## src/rtl/ct_ciu_apb_mst_pkg.sv

```systemverilog
// Shared definitions for CIU APB initiators: FSM encoding and timeout defaults.
package ct_ciu_apb_mst_pkg;

    typedef enum logic [1:0] {
        ST_IDLE   = 2'd0,
        ST_SETUP  = 2'd1,
        ST_ACCESS = 2'd2,
        ST_RESP   = 2'd3
    } apb_mst_state_e;

    // Default number of enabled ACCESS cycles without pready before giving up.
    localparam int unsigned APB_MST_TOUT_MAX = 255;
    localparam int unsigned APB_MST_TOUT_W   = 8;

endpackage

```

## src/rtl/ct_ciu_apb_mst.sv

```systemverilog
// CIU-side APB initiator: takes one request at a time, runs a single APB
// transfer to the CLINT responder, and returns read data / error.
//
// state  | meaning
// -------+-----------------------------------------------------------------
// IDLE   | no transfer outstanding, request port ready when apb_clk_en=1
// SETUP  | psel high, penable low, waiting for an enabled APB cycle
// ACCESS | psel and penable high, waiting for pready or the timeout
// RESP   | response valid on the CIU side until accepted
module ct_ciu_apb_mst
    import ct_ciu_apb_mst_pkg::*;
#(
    parameter int unsigned TOUT_MAX = APB_MST_TOUT_MAX
) (
    input  logic        forever_cpuclk,
    input  logic        cpurst_b,
    input  logic        apb_clk_en,

    input  logic        ciu_apb_req_vld,
    output logic        ciu_apb_req_rdy,
    input  logic [31:0] ciu_apb_req_addr,
    input  logic        ciu_apb_req_write,
    input  logic [31:0] ciu_apb_req_wdata,
    input  logic [1:0]  ciu_apb_req_prot,

    output logic        apb_ciu_resp_vld,
    output logic [31:0] apb_ciu_resp_rdata,
    output logic        apb_ciu_resp_err,
    input  logic        ciu_apb_resp_rdy,

    output logic        psel_clint,
    output logic        penable,
    output logic        pwrite,
    output logic [31:0] paddr,
    output logic [31:0] pwdata,
    output logic [1:0]  pprot,

    input  logic [31:0] prdata_clint,
    input  logic        pready_clint,
    input  logic        perr_clint
);

    // Timeout fires on the enabled no-ready cycle that would make the count TOUT_MAX.
    localparam logic [APB_MST_TOUT_W-1:0] TOUT_LAST = APB_MST_TOUT_W'(TOUT_MAX - 1);

    apb_mst_state_e              r_state;
    apb_mst_state_e              w_nxt_state;
    logic                        r_psel;
    logic                        w_nxt_psel;
    logic                        r_penable;
    logic                        w_nxt_penable;
    logic                        r_pwrite;
    logic                        w_nxt_pwrite;
    logic [31:0]                 r_paddr;
    logic [31:0]                 w_nxt_paddr;
    logic [31:0]                 r_pwdata;
    logic [31:0]                 w_nxt_pwdata;
    logic [1:0]                  r_pprot;
    logic [1:0]                  w_nxt_pprot;
    logic                        r_resp_vld;
    logic                        w_nxt_resp_vld;
    logic [31:0]                 r_resp_rdata;
    logic [31:0]                 w_nxt_resp_rdata;
    logic                        r_resp_err;
    logic                        w_nxt_resp_err;
    logic [APB_MST_TOUT_W-1:0]   r_tout_cnt;
    logic [APB_MST_TOUT_W-1:0]   w_nxt_tout_cnt;

    logic                        w_req_rdy;
    logic                        w_req_acc;
    logic                        w_addr_aligned;
    logic                        w_tout_hit;

    assign w_req_rdy      = (r_state == ST_IDLE) & apb_clk_en;
    assign w_req_acc      = ciu_apb_req_vld & w_req_rdy;
    assign w_addr_aligned = (ciu_apb_req_addr[1:0] == 2'b00);
    assign w_tout_hit     = (r_tout_cnt == TOUT_LAST);

    // State register and all registered APB / response outputs.
    always_ff @(posedge forever_cpuclk or negedge cpurst_b) begin
        if (!cpurst_b) begin
            r_state      <= ST_IDLE;
            r_psel       <= 1'b0;
            r_penable    <= 1'b0;
            r_pwrite     <= 1'b0;
            r_paddr      <= 32'd0;
            r_pwdata     <= 32'd0;
            r_pprot      <= 2'd0;
            r_resp_vld   <= 1'b0;
            r_resp_rdata <= 32'd0;
            r_resp_err   <= 1'b0;
            r_tout_cnt   <= '0;
        end else begin
            r_state      <= w_nxt_state;
            r_psel       <= w_nxt_psel;
            r_penable    <= w_nxt_penable;
            r_pwrite     <= w_nxt_pwrite;
            r_paddr      <= w_nxt_paddr;
            r_pwdata     <= w_nxt_pwdata;
            r_pprot      <= w_nxt_pprot;
            r_resp_vld   <= w_nxt_resp_vld;
            r_resp_rdata <= w_nxt_resp_rdata;
            r_resp_err   <= w_nxt_resp_err;
            r_tout_cnt   <= w_nxt_tout_cnt;
        end
    end

    // Next-state and next-output decode; everything holds unless a transition says otherwise.
    always_comb begin
        w_nxt_state      = r_state;
        w_nxt_psel       = r_psel;
        w_nxt_penable    = r_penable;
        w_nxt_pwrite     = r_pwrite;
        w_nxt_paddr      = r_paddr;
        w_nxt_pwdata     = r_pwdata;
        w_nxt_pprot      = r_pprot;
        w_nxt_resp_vld   = r_resp_vld;
        w_nxt_resp_rdata = r_resp_rdata;
        w_nxt_resp_err   = r_resp_err;
        w_nxt_tout_cnt   = r_tout_cnt;

        case (r_state)
            ST_IDLE: begin
                if (w_req_acc) begin
                    if (w_addr_aligned) begin
                        w_nxt_state   = ST_SETUP;
                        w_nxt_psel    = 1'b1;
                        w_nxt_penable = 1'b0;
                        w_nxt_paddr   = ciu_apb_req_addr;
                        w_nxt_pwrite  = ciu_apb_req_write;
                        w_nxt_pwdata  = ciu_apb_req_wdata;
                        w_nxt_pprot   = ciu_apb_req_prot;
                    end else begin
                        // Misaligned: answer with an error without touching the bus.
                        w_nxt_state      = ST_RESP;
                        w_nxt_resp_vld   = 1'b1;
                        w_nxt_resp_err   = 1'b1;
                        w_nxt_resp_rdata = 32'd0;
                    end
                end
            end
            ST_SETUP: begin
                if (apb_clk_en) begin
                    w_nxt_state    = ST_ACCESS;
                    w_nxt_penable  = 1'b1;
                    w_nxt_tout_cnt = '0;
                end
            end
            ST_ACCESS: begin
                if (apb_clk_en) begin
                    if (pready_clint) begin
                        w_nxt_state      = ST_RESP;
                        w_nxt_psel       = 1'b0;
                        w_nxt_penable    = 1'b0;
                        w_nxt_resp_vld   = 1'b1;
                        w_nxt_resp_err   = perr_clint;
                        w_nxt_resp_rdata = r_pwrite ? 32'd0 : prdata_clint;
                    end else if (w_tout_hit) begin
                        w_nxt_state      = ST_RESP;
                        w_nxt_psel       = 1'b0;
                        w_nxt_penable    = 1'b0;
                        w_nxt_resp_vld   = 1'b1;
                        w_nxt_resp_err   = 1'b1;
                        w_nxt_resp_rdata = 32'd0;
                    end else begin
                        w_nxt_tout_cnt = r_tout_cnt + 1'b1;
                    end
                end
            end
            ST_RESP: begin
                if (ciu_apb_resp_rdy) begin
                    w_nxt_state    = ST_IDLE;
                    w_nxt_resp_vld = 1'b0;
                end
            end
            default: begin
                w_nxt_state = ST_IDLE;
            end
        endcase
    end

    assign ciu_apb_req_rdy    = w_req_rdy;
    assign apb_ciu_resp_vld   = r_resp_vld;
    assign apb_ciu_resp_rdata = r_resp_rdata;
    assign apb_ciu_resp_err   = r_resp_err;
    assign psel_clint         = r_psel;
    assign penable            = r_penable;
    assign pwrite             = r_pwrite;
    assign paddr              = r_paddr;
    assign pwdata             = r_pwdata;
    assign pprot              = r_pprot;

endmodule

```

## config.mk

```make
export PLATFORM = sky130hd
export DESIGN_NAME = ct_ciu_apb_mst
export DESIGN_NICKNAME = d
export VERILOG_FILES = /design/src/rtl/ct_ciu_apb_mst_pkg.sv /design/src/rtl/ct_ciu_apb_mst.sv
export SDC_FILE = /design/constraint.sdc
export NUM_CORES = 1
export LEC_CHECK = 0
export ABC_AREA = 1
export CORE_MARGIN = 4
export CORE_UTILIZATION = 39
export CTS_BUF_LIST = sky130_fd_sc_hd__clkbuf_8 sky130_fd_sc_hd__clkbuf_16
export DETAILED_ROUTE_END_ITERATION = 16
export PLACE_DENSITY = 0.73
export SLEW_MARGIN = 10
export SYNTH_ARGS = -nofsm -noshare
export SYNTH_HDL_FRONTEND = slang
export SYNTH_SLANG_ARGS = --single-unit
```

## constraint.sdc

```tcl
create_clock -name forever_cpuclk -period 1.75 [get_ports forever_cpuclk]
set_input_delay 0.35 -clock forever_cpuclk [delete_from_list [all_inputs] [get_ports forever_cpuclk]]
set_output_delay 0.35 -clock forever_cpuclk [all_outputs]
set_load 0.05 [all_outputs]
```

# == Yosys cells after proc, flatten, opt, wreduce, memory -nomap -nowiden ==
# Cells that the tools add are included.
# word_totals
ff_bits,113
latchBits,0
mem_bits_rw,0
mem_bits_ro,0
inputBits,106
out_inout_bits,104
elab_cells,80
mem_count,0
# classes
addsub,1
n_mul,0
n_div,0
order_cmp,0
eq_ne,13
shift,0
n_mux,40
n_bitwise,2
reduce_logical,13
# ops
cell,n
2-to-1 mux 32 bit,6
case mux 32 bit (2 select lines),1
2-to-1 mux 8 bit,4
AND reduction 5 bit,4
2-to-1 mux 1 bit,16
"!= test 2 bit, second input constant",8
case mux 8 bit (2 select lines),1
2-to-1 mux 2 bit,7
AND reduction 6 bit,2
"adder 8 x 1 -> 8 bit, second input constant",1
"== test 8 bit, second input constant",1
case mux 2 bit (4 select lines),1
case mux 1 bit (3 select lines),2
nonzero test 3 bit,2
"== test 2 bit, second input constant",2
logical NOT 2 bit,2
case mux 1 bit (2 select lines),2
nonzero test 2 bit,2
"!= test 3 bit, second input constant",1
AND reduction 3 bit,1
bitwise AND 1 bit,2
"== test 2 x 1 -> 1 bit, second input constant",1

# == Logic depth before layout (Yosys ltp) ==
# logic_depth
ltp_word,5
ltp_mapped,11
ltp_nobuf,9

# == Worst setup path before layout ==
# Ideal clock, no wire load.
# synth_timing
path_kind,register -> register
startpoint,reg r_state[0]
endpoint,reg r_resp_rdata[0] (netlist: apb_ciu_resp_rdata[0])
setup_time_ns,0.118
t_arrival_ns,1.579
required_time_ns,1.632
path_slack_ns,0.053
path_stages_with_launch,10
path_buffers,3
synth_period_minus_slack_ns,1.697
path_cell_list,dfrtp_1 inv_1 ha_1 buf_6 o21a_1 buf_2 nand4_2 buf_2 nand2_1 nand2_1
# synth_via
elab_chain_len,5
word_cells_on_any_way,11
cone_classes,eq/ne: 5; mux: 1; bitwise: 2; reduce/logical: 3
# synth_lines
item,line_no,source
start: declaration,ct_ciu_apb_mst.sv:46,apb_mst_state_e r_state;
start signal: assignment,ct_ciu_apb_mst.sv:94,r_state <= w_nxt_state;
logical NOT 2 bit,"ct_ciu_apb_mst.sv:74, ct_ciu_apb_mst.sv:122",
bitwise AND 1 bit,ct_ciu_apb_mst.sv:74,assign w_req_rdy = (r_state == ST_IDLE) & apb_clk_en;
bitwise AND 1 bit,ct_ciu_apb_mst.sv:75,assign w_req_acc = ciu_apb_req_vld & w_req_rdy;
!= test 2 bit (no line),--,
AND reduction 5 bit (no line),--,
end signal: assignment,ct_ciu_apb_mst.sv:102,r_resp_rdata <= w_nxt_resp_rdata;
end: declaration,ct_ciu_apb_mst.sv:62,logic [31:0] r_resp_rdata;
# Parallel ways exist; a longest one is shown, timed or not.
# A chain may end at the register's enable or synchronous reset.

# == Final worst setup path ==
# layout_timing
startpoint,reg r_state[0]
endpoint,out ciu_apb_req_rdy
# layout_via
elab_chain_len,2
# layout_lines
item,line_no,source
logical NOT 2 bit,ct_ciu_apb_mst.sv:74,
bitwise AND 1 bit,ct_ciu_apb_mst.sv:74,
end: declaration,ct_ciu_apb_mst.sv:20,"output logic ciu_apb_req_rdy,"
# No other way between the ends.

==> impl_metrics.yaml <==
timing:
  grt_setup_unrepaired: "yes"
  hold_violations: 0
  report.final.slew_viol_count: 0
  timing.clock.skew_ns: 0.00665
  max_freq_mhz: 574
  timing.max_slew.rel_slack: 0.768
  final_setup_violations: 0
  worst-slew-pin-transition_ns: 0.348
  final_critical_path_setup_slack_ns: 0.00741
  final_min_period_over_clock_period: 0.996
  fin_setup_tns_ns: 0
  post-route-min-period_ns: 1.74
layout:
  multi_input_comb_area_um2: 2030
  area_delta_synth_final_pct: 56.2
  nFillCells: 1071
  finish.utilization: 0.633
  n_antenna_cell: 0
  seq_area_um2: 2830
  nets: 984
  summed_area_of_non_filler_cells_in_the_final_layout_um2: 8150
  drive_above_1_share: 0.254
detailed_routing:
  postRouteAntennaNets: 0
  met1Wirelength_mm: 6.29
  drt_first_iter_violations: 397
  avgViaCountPerCell: 4.71
  drc: 0
  detail_route.wirelength_mm: 15.3
  drt_pass_1_iters: 7
  wire_per_inst_um: 14.5
  vias: 4960
  maxUsedRoutingLayer: "met4"
  wl_met3_mm: 1.33
  detailroute.wirelength.met2_mm: 7.33
setup_path:
  worstPathMaxFanout: 3
  timing.critical_path.from: "r_state[0]"
  worst-r2r-cell-count: 8
  crit_path_start_kind: "register"
  cp-endpoint: "ciu_apb_req_rdy"
  timing.setup.critical_path_class: "reg -> out"
  critical_path_buf_inv_count: 4
  cpPeakStageDelay_ns: 0.38
  worst_path_dominant_cell_family: "buffers and inverters"
  rrSetupSlack_ns: 0.08
  path_depth: 6
  worstPathCellList: "inv_2, ha_4, nand2_4, buf_6, inv_4, buf_12"
  crit_path_end_kind: "primary output"
  r2r-start: "r_state[1]"
  worst_r2r_endpoint: "apb_ciu_resp_rdata[26]"
  worst_ep_required_time_ns: 1.40
  cell_type_of_the_slowest_stage_on_the_worst_timing_path: "sky130_fd_sc_hd__dfrtp_1"
  cp_data_arrival_time_ns: 1.39
clock_network:
  clk-insertion-delay-late_ns: 0.40
  clock_path_buffers: 2
  cts-buffers-inserted: 17
  cts_tree: "built"
  clkTransAtPathRegs_ns: 0.05
  total_number_of_h_tree_levels: 4
  clock_sink_count: 113
  clock_root_buffer: "sky130_fd_sc_hd__clkbuf_16"
yosys:
  synth.yosys.seq_area_share: 0.542
  mappedNetlistNets: 751
  yosys_register_bits: 113
  avgSynthCellArea_um2: 8.20
  yosysUniqueCellTypes: 27
  netlist_area_um2: 5220
  synthesis.yosys.warnings: 0
  instance_count_of_the_mapped_netlist: 636
floorplanning:
  die_h_um: 124
  die-area_um2: 15300
  coreArea_um2: 12900
  start_util: 0.405
  std_cell_rows: 41
  io_pins: 210
  fp.dieW_um: 124
grt:
  first_global_vias: 4904
  grt_antenna_before_repair: 0
  grt_remaining_overflow: 0
  pin_count_of_the_biggest_net_entering_global_routing: 63
  track_usage: 0.197
  grt_pass1_wl_mm: 23.7
pwr:
  power.ir.vdd_worst_mv: 1.29
  power_density_nw_per_um2: 2070
  power_leakage_uw: 0.00436
  p_total_uw: 16900
place:
  detailed_place.area_um2: 7410
  globalplace.congestion: 0.896
  placement.io_buffers: 209
  dpl.hpwl_mm: 11.0
  place_ws_ns: -0.137
worst_hold_path:
  min_path_type: "in -> async"
flow_run:
  drv_cap: 0
outcome:
  status: "finished, final reports clean"
[placed cells by master (no fill, tap or decap), types with 3 or more instances in the layout]
cell type,n
sky130_fd_sc_hd__dfrtp_1,113
sky130_fd_sc_hd__nand2_1,305
sky130_fd_sc_hd__nand3_1,8
sky130_fd_sc_hd__bufinv_16,3
sky130_fd_sc_hd__buf_4,131
sky130_fd_sc_hd__nor2_1,17
sky130_fd_sc_hd__clkbuf_16,18
sky130_fd_sc_hd__nand4_1,39
sky130_fd_sc_hd__clkinvlp_4,3
sky130_fd_sc_hd__inv_2,5
sky130_fd_sc_hd__buf_12,9
sky130_fd_sc_hd__nor2_2,31
sky130_fd_sc_hd__o21ai_0,3
sky130_fd_sc_hd__inv_1,49
sky130_fd_sc_hd__clkbuf_8,3
sky130_fd_sc_hd__ha_1,7
sky130_fd_sc_hd__nand2_2,4
sky130_fd_sc_hd__clkdlybuf4s50_1,104
sky130_fd_sc_hd__o21ai_1,5
[cells in the mapped netlist, drive strengths merged]
cell type	instances	area, µm²
a21oi	3	18.8
buf	33	211
clkbuf	1	3.75
clkinv	1	3.75
dfrtp	113	2830
ha	9	113
inv	53	199
nand2	310	1170
nand3	8	40.0
nand4	40	256
nor2	50	280
o21a	1	7.51
o21ai	9	48.8
o21bai	1	7.51
or2	2	12.5
xor2	2	17.5
[routing by layer]
metal  track usage  vias up
met1         0.249     2316
met5             0        -
met3        0.0604       28
met2         0.318      196
li1              -     2420
met4        0.0789        0
[kinds of logic (layout without fill, tap and decap cells)]
kind of cell | count (synthesis) | in the layout | share of synthesized area
AOI/OAI and AO/OA | 14 | 14 | 0.0158
xor gates and xnor gates | 2 | 2 | 0.00336
adders and majority gates | 9 | 9 | 0.0216
buffers and inverters | 88 | 333 | 0.0801
DFF | 113 | 113 | 0.542
and+or+nand+nor | 410 | 410 | 0.337
[stage by stage]
| step | hold WS [ns] | std cells |
|---|---|---|
| after detailed placement | 0.198 | 1017 |
| after CTS | 0.326 | 1051 |
| after global routing | 0.359 | 1053 |
| after floorplan | 0.0544 | 636 |
| after global placement | 0.197 | 1017 |
| final | 0.356 | 1053 |
[flip-flops by register name, indices dropped and copies added (netlist names)]
name                cells
paddr                  32
pprot                   2
penable                 1
r_tout_cnt              8
pwrite                  1
psel_clint              1
apb_ciu_resp_err        1
r_state                 2
apb_ciu_resp_vld        1
pwdata                 32
apb_ciu_resp_rdata     32
[layout make-up]
cell class,count,share of cell area
clock buffer,20,0.0573
clock inverter,11,0.0170
inverter,54,0.0252
multi-input combinational,435,0.249
sequential,113,0.347
tap,172,0.0264
timing repair buffer,248,0.278
[worst min-delay path by stage]
stage | endpoint | slack, ns
after global placement | apb_ciu_resp_rdata[19] | 0.20
after CTS | apb_ciu_resp_rdata[18] | 0.33
after detailed placement | apb_ciu_resp_rdata[19] | 0.20
final | apb_ciu_resp_vld | 0.36
after floorplan | apb_ciu_resp_err | 0.05
after global routing | apb_ciu_resp_rdata[19] | 0.36
[power by group]
part / leakage, µW / switching (µW) / internal (µW)
logic: 0.00259 / 6190 / 2860
registers: 0.00148 / 655 / 3670
clock network: 0.000296 / 1170 / 2330
total: 0.00436 / 8010 / 8860
[timing repair]
| action | in CTS | in global routing |
|---|---|---|
| hold buffers | 1 | 0 |
| endpoints found under the setup margin | 15 | 45 |
| buffers inserted | 2 | 1 |
| pin swaps | 0 | 2 |
| endpoints found under the hold margin | 6 | 0 |
| cloned | 0 | 1 |
| gates resized for setup | 5 | 13 |
(Power assumes the default switching activity.)
